File: src/rtl/xcvr_seq_pkg.sv
// Shared definitions for the xcvr_seq bus-cycle sequencer: state encoding,
// direction constants and timer width.
package xcvr_seq_pkg;

    localparam int CNT_W = 4;

    localparam logic DIR_A_TO_B = 1'b1;
    localparam logic DIR_B_TO_A = 1'b0;

    typedef enum logic [1:0] {
        ST_IDLE   = 2'd0,
        ST_SETUP  = 2'd1,
        ST_ACTIVE = 2'd2,
        ST_TURN   = 2'd3
    } state_t;

    // A phase of N cycles runs the down-counter from N-1 to terminal count.
    function automatic logic [CNT_W-1:0] cnt_preset(input int unsigned cycles);
        return CNT_W'(cycles - 1);
    endfunction

endpackage

File: src/rtl/xcvr_seq_timer.sv
// Loadable 4-bit down-counter with async clear, sync load, count enable and
// terminal-count flag; holds at zero instead of wrapping.
module xcvr_seq_timer
    import xcvr_seq_pkg::*;
(
    input  logic             clock,
    input  logic             res,
    input  logic             load,
    input  logic [CNT_W-1:0] load_val,
    input  logic             en,
    output logic [CNT_W-1:0] count,
    output logic             tc
);

    always_ff @(posedge clock or posedge res) begin
        if (res) begin
            count <= '0;
        end else if (load) begin
            count <= load_val;
        end else if (en && (count != '0)) begin
            count <= count - 1'b1;
        end
    end

    assign tc = (count == '0);

endmodule

File: src/rtl/xcvr_seq.sv
// Control sequencer for a 245-style bidirectional transceiver: turns a single
// core request into a setup / enable / turnaround bus cycle with registered outputs.
module xcvr_seq
    import xcvr_seq_pkg::*;
#(
    parameter int unsigned WAIT_CYCLES = 2,
    parameter int unsigned TURN_CYCLES = 1
) (
    input  logic       clock,
    input  logic       res,
    input  logic       req,
    input  logic       we,
    input  logic [7:0] wdata,
    input  logic [7:0] a_in,
    output logic [7:0] rdata,
    output logic       ack,
    output logic       busy,
    output logic       dir,
    output logic       n_oe,
    output logic [7:0] a_drv,
    output logic       a_oe_n,
    output logic [1:0] state_dbg
);

    state_t state;
    state_t state_nxt;

    logic             tmr_load;
    logic [CNT_W-1:0] tmr_load_val;
    logic             tmr_en;
    logic [CNT_W-1:0] tmr_count;
    logic             tmr_tc;

    logic [7:0] rdata_nxt;
    logic       ack_nxt;
    logic       busy_nxt;
    logic       dir_nxt;
    logic       n_oe_nxt;
    logic [7:0] a_drv_nxt;
    logic       a_oe_n_nxt;

    // One timer serves both the enable window and the turnaround gap.
    xcvr_seq_timer u_timer (
        .clock    (clock),
        .res      (res),
        .load     (tmr_load),
        .load_val (tmr_load_val),
        .en       (tmr_en),
        .count    (tmr_count),
        .tc       (tmr_tc)
    );

    always_ff @(posedge clock or posedge res) begin
        if (res) begin
            state <= ST_IDLE;
        end else begin
            state <= state_nxt;
        end
    end

    always_comb begin
        state_nxt = state;
        unique case (state)
            ST_IDLE:   if (req) state_nxt = ST_SETUP;
            ST_SETUP:  state_nxt = ST_ACTIVE;
            ST_ACTIVE: if (tmr_tc) state_nxt = ST_TURN;
            ST_TURN:   if (tmr_tc) state_nxt = ST_IDLE;
            default:   state_nxt = ST_IDLE;
        endcase
    end

    always_comb begin
        tmr_load     = (state == ST_SETUP) || ((state == ST_ACTIVE) && tmr_tc);
        tmr_load_val = (state == ST_SETUP) ? cnt_preset(WAIT_CYCLES)
                                           : cnt_preset(TURN_CYCLES);
        tmr_en       = (state == ST_ACTIVE) || (state == ST_TURN);
    end

    // Next values of the output registers; ack is a pulse so it defaults low.
    always_comb begin
        rdata_nxt  = rdata;
        ack_nxt    = 1'b0;
        busy_nxt   = busy;
        dir_nxt    = dir;
        n_oe_nxt   = n_oe;
        a_drv_nxt  = a_drv;
        a_oe_n_nxt = a_oe_n;
        unique case (state)
            ST_IDLE: begin
                if (req) begin
                    dir_nxt    = we ? DIR_A_TO_B : DIR_B_TO_A;
                    a_drv_nxt  = wdata;
                    a_oe_n_nxt = ~we;
                    busy_nxt   = 1'b1;
                end
            end
            ST_SETUP: begin
                n_oe_nxt = 1'b0;
            end
            ST_ACTIVE: begin
                if (tmr_tc) begin
                    n_oe_nxt = 1'b1;
                    ack_nxt  = 1'b1;
                    if (dir == DIR_B_TO_A) rdata_nxt = a_in;
                end
            end
            ST_TURN: begin
                // The A driver stays on through turnaround to hold write data.
                if (tmr_tc) begin
                    a_oe_n_nxt = 1'b1;
                    busy_nxt   = 1'b0;
                end
            end
            default: ;
        endcase
    end

    always_ff @(posedge clock or posedge res) begin
        if (res) begin
            rdata  <= '0;
            ack    <= 1'b0;
            busy   <= 1'b0;
            dir    <= DIR_B_TO_A;
            n_oe   <= 1'b1;
            a_drv  <= '0;
            a_oe_n <= 1'b1;
        end else begin
            rdata  <= rdata_nxt;
            ack    <= ack_nxt;
            busy   <= busy_nxt;
            dir    <= dir_nxt;
            n_oe   <= n_oe_nxt;
            a_drv  <= a_drv_nxt;
            a_oe_n <= a_oe_n_nxt;
        end
    end

    assign state_dbg = state;

endmodule

File: config.mk
export PLATFORM = sky130hd
export DESIGN_NAME = xcvr_seq
export DESIGN_NICKNAME = d
export VERILOG_FILES = /design/src/rtl/xcvr_seq_pkg.sv /design/src/rtl/xcvr_seq_timer.sv /design/src/rtl/xcvr_seq.sv
export SDC_FILE = /design/constraint.sdc
export NUM_CORES = 1
export LEC_CHECK = 0
export ABC_AREA = 1
export CAP_MARGIN = 20
export CORE_MARGIN = 4
export CORE_UTILIZATION = 25
export CTS_BUF_LIST = sky130_fd_sc_hd__clkbuf_16
export DETAILED_ROUTE_END_ITERATION = 7
export GPL_TIMING_DRIVEN = 0
export PLACE_DENSITY = 0.51
export REMOVE_ABC_BUFFERS = 1
export SLEW_MARGIN = 0
export SYNTH_ARGS = -nofsm -noshare
export SYNTH_HDL_FRONTEND = slang
export SYNTH_HIERARCHICAL = 1
export SYNTH_SLANG_ARGS = --single-unit
File: constraint.sdc
create_clock -name clock -period 2.1 [get_ports clock]
set_clock_uncertainty 0.2 [all_clocks]
set_input_delay 0.63 -clock clock [delete_from_list [all_inputs] [get_ports clock]]
set_output_delay 0.63 -clock clock [all_outputs]
set_load 0.05 [all_outputs]
* Word level (Yosys, flattened, before mapping)
Cells that the tools add are included.
** Operators by class
- $add $sub $neg :: 1
- $mul :: 0
- Divide/modulo/power cells :: 0
- $lt $le $gt $ge :: 0
- Eq/ne operators :: 6
- Shift operators :: 0
- Mux-type cells :: 17
- Bitwise logic cells :: 2
- Reduce and logical (&&, ||, !) cells :: 15
** Operators by type and width (number)
- AND reduction 3 bit :: 3
- 2-to-1 mux 1 bit :: 8
- 2-to-1 mux 4 bit :: 2
- case mux 2 bit (4 select lines) :: 1
- 2-to-1 mux 2 bit :: 3
- inequality test 2 bit (second input constant) :: 3
- case mux 1 bit (2 select lines) :: 3
- nonzero test 2 bit :: 3
- == test 2 bit (second input constant) :: 2
- zero test 4 bit :: 1
- AND reduction 2 bit :: 2
- nonzero test 4 bit :: 1
- subtractor 4 x 1 -> 4 bit (second input constant) :: 1
- == test 2 x 1 -> 1 bit (second input constant) :: 1
- logical AND 1 bit :: 2
- zero test 2 bit :: 1
- logical OR 1 bit :: 2
- inverter 1 bit :: 2
** Storage, ports and cells
- Bits in registers :: 27
- Latch bits :: 0
- RAM bits :: 0
- ROM bits :: 0
- Input bits :: 20
- Output and inout bits :: 23
- Word-level logic and storage cells :: 50
- Memories :: 0

* Logic depth before layout (Yosys ltp)
- Word-level depth :: 5
- Depth in mapped cells :: 11
- Depth with buffers taken out :: 11

* Cells and area by module
The synthesis kept the hierarchy.
** Modules (own cells, without submodules)
- xcvr_seq :: instances 1, cells each 123, area each 1074.8 sq um, sequential area each 578.1 sq um
- xcvr_seq_timer :: instances 1, cells each 47, area each 299.0 sq um, sequential area each 100.1 sq um

* Worst setup path before layout
No wires, ideal clock.
- Path kind :: reg2reg
- Start point :: reg state[0], in the netlist state_dbg[0]
- End point :: reg u_timer.count[3]
- Setup time :: 0.065 ns
- Arrival time :: 1.703 ns
- Data required time :: 1.835 ns
- Setup slack :: 0.132 ns
- Cell stages (with the launch flop) :: 8
- Buffers on the path :: 0
- Clock period less this slack :: 1.968 ns
- Cells stage by stage :: dfrtp_1 -> inv_1 -> ha_1 -> or2_2 -> nand3b_1 -> nand2_1 -> clkinv_1 -> nand2_1
** On the way
- Longest elaborated chain between the ends :: 4
- Elaborated cells between the ends (all ways) :: 9
- Those cells by class :: eq/ne: 3; mux: 1; reduce/logical: 5
** RTL lines
- start, declared :: line xcvr_seq.sv:25 : state_t state;
- start signal, assigned :: line xcvr_seq.sv:57 : state <= state_nxt;
- == test 2 bit :: line xcvr_seq.sv:76 : tmr_en = (state == ST_ACTIVE) || (state == ST_TURN);
- logical OR 1 bit (*) :: line xcvr_seq.sv:76
- net tmr_en :: line xcvr_seq.sv:30 : logic tmr_en;
- logical AND 1 bit (*) :: line xcvr_seq_timer.sv:20 : end else if (en && (count != '0)) begin
- nonzero test 2 bit (no source line) (*)
- end signal, assigned :: line xcvr_seq_timer.sv:19 : count <= load_val;
- end signal, assigned :: line xcvr_seq_timer.sv:21 : count <= count - 1'b1;
- end, declared :: line xcvr_seq_timer.sv:11 : output logic [CNT_W-1:0] count,
The timed path passes the listed nets; every way through them passes the cells marked *.
A chain may end at the register's enable or synchronous reset.

* Worst setup path in the final report
- Start point :: reg busy
- End point :: out busy
** RTL lines
- start, declared :: line xcvr_seq.sv:17 : output logic busy,
- start signal, assigned :: line xcvr_seq.sv:130 : busy <= busy_nxt;
No word-level cell between the ends.

==> summary.txt <==
Die
  – Core area: 0.00520 mm²
  – Row Count: 26
  – Die Y: 82.1 µm
  – Starting Density: 26.4%
  – Chip Width: 82.1 µm
  – Io pins: 43
  – Die area: 0.00675 mm²

Global routing
  – Gr ovfl total: 0
  – Vias in the first global route: 1,076
  – Initial antenna violation count: 0
  – Largest net degree at the start of global routing: 24
  – All-Layer GR Usage: 9.55%
  – First-pass GRT wire length: 4880 µm

Detailed routing
  – Via Count: 1,146
  – First-pass iteration count of the detailed router: 4
  – DR WL/cell: 10.5 µm
  – Initial DRC Count: 85
  – Post-DRT Antenna Nets: 0
  – Remaining DRCs: 0
  – Vias/cell: 4.02
  – Drt total wl: 2990 µm

Flow run
  – Max-Cap Viols: 0

Worst hold path
  – Worst Min Path Start: a_oe_n
  – Hold crit path type: reg2reg

Placement
  – GPL Wtd Cong: 0.779
  – Port-buffer cells: 42
  – Dpl cells: 281
  – HPWL after DPL: 2250 µm

Clocking
  – Root buffer cell: clkbuf_16
  – CTS tree: done
  – Worst-path clk slew: 60 ps
  – H-tree depth: 1
  – CTS Hold Buffers Added: 0
  – Count of clock tree sinks: 27
  – Max Root-Sink Buffers: 2
  – Clock Latency Late Sink: 260 ps
  – CTS buffer count: 3

Critical path
  – CP max FO: 2
  – Crit-path cells: dlygate4sd2_1
  – Crit path required time: 1270 ps
  – Worst Setup End Kind: primary output
  – CP bufs+invs: 1
  – Slowest cell on crit path: dlygate4sd2_1
  – Worst setup SP type: register
  – Worst path max stage delay: 560 ps
  – Reg2Reg Launch Point: u_timer/count[0]
  – Top Family by Delay on Critical Path: buffers and inverters
  – Critical path class: reg2out
  – Worst setup path start: busy
  – Critical Path AT: 1170 ps

Final layout
  – Fin nets: 243
  – Non-Filler Instances: 285
  – Layout cells sized above 1: 10.7%
  – Most common cell after layout, fill and taps aside: nand2_1
  – Area grow syn2layout: 39.2%
  – Most frequent cells in the layout: 66 x nand2_1, 25 x dfrtp_1, 22 x nand3_1
  – Ant diodes: 0

Synth
  – Synth Warn #: 6
  – Seq/Total Area, Yosys: 49.4%
  – Syn Area/Cell: 8.08 µm²
  – Synth Instances: 170
  – Synth cell types: 20
  – #FFs+latches synth: 27
  – Cell Area, Synth: 0.00137 mm²

Timing
  – Final worst path period need: 2000 ps
  – FMAX: 500 MHz
  – Period Utilization, post-route: 95.2%
  – Endpoints failing setup: 0
  – Final hold viol count: 0
  – Max-slew violations: 0
  – RSZ-0062 raised after global routing: no
  – Slew @ Worst Pin: 919 ps
  – Slew headroom: 38.7%

Pwr
  – Final Power: 0.00324 W
  – Worst IR drop on VDD: 0.000549 V
  – Leakage: 1.01 nW
  – Pwr Density: 1700 mW/mm²

Status
  – Status: complete, no violations
-- cell type report --
| type | count | area, µm² |
|---|---|---|
| clock buffer | 3 | 75.1 |
| fill | 579 | 3290 |
| timing repair buffer | 42 | 395 |
| tap | 70 | 87.6 |
| inverter | 20 | 75.1 |
| clock inverter | 1 | 3.75 |
| multi-input combinational | 122 | 597 |
| sequential | 27 | 678 |
-- routing by layer --
metal | vias to the layer above | track usage, % | share of wire (%)
li1 | 613 | - | -
met1 | 496 | 12.9 | 48
met2 | 33 | 13.4 | 41
met3 | 4 | 3.90 | 9.8
met4 | 0 | 3.99 | 1.7
met5 | - | 0 | 0
-- synth_stat cells --
library cell   n  area [µm²]
nand2_1       67         251
dfrtp_1       25         626
nand3_1       22         110
inv_1         15        56.3
ha_1           7        87.6
nor2_1         7        26.3
nand2_2        5        31.3
inv_2          4        15.0
buf_6          3        33.8
dfstp_2        2        52.6
nand2_4        2        22.5
nand3b_1       2        15.0
o21ai_0        2        10.0
a21oi_1        1        5.00
clkinv_1       1        3.75
conb_1         1        3.75
nor2_2         1        6.26
o21ai_1        1        5.00
o22ai_1        1        6.26
or2_2          1        6.26
-- state kept, by name (all words and copies together), names as in the netlist --
register       cells
n_oe               1
ack                1
rdata              8
busy               1
u_timer/count      4
dir                1
state_dbg          2
a_oe_n             1
a_drv              8
-- path summary, 6_finish.rpt --
check,end,slack (ps),depth (start not counted)
worst max-delay path,busy,100,1
worst min-delay path,a_oe_n,260,2
worst min register to register,a_oe_n,260,2
worst max register to register,u_timer/count[2],320,11
max in group asynchronous,a_drv[7],430,2
min in group asynchronous,u_timer/count[0],390,2
-- metrics by stage --
step / TNS, ps / utilization (%) / setup WS [ps] / hold slack (ps) / cell area, µm²
after floorplan: 0 / - / 132 / 196 / 1350
after global placement: -156 / 35.6 / -59.7 / 253 / 1860
after detailed placement: -127 / 35.6 / -54.1 / 253 / 1860
after CTS: 0 / 36.8 / 3.57 / 263 / 1910
after global routing: 0 / 36.7 / 41.6 / 272 / 1910
final: 0 / 36.7 / 101 / 260 / 1910
-- cells by family after synthesis --
family / share of synthesized area [%]
AO/OA/AOI/OAI: 1.91
adder cells (fa/ha/maj): 6.37
buffers and inverters: 7.92
flip-flops: 49.4
other: 0.273
AND/OR/NAND/NOR: 34.2
-- power breakdown --
group          switching, W  internal, W
clock network      0.000166     0.000255
registers          0.000150     0.000770
logic               0.00136     0.000546
-- what timing repair did --
| item | 4_1_cts | 5_1_grt |
|---|---|---|
| endpoints found under the setup margin | 23 | 2 |
| setup buffers | 0 | 0 |
| gates resized for setup | 30 | 2 |
Power figures use the tool's default switching activity.
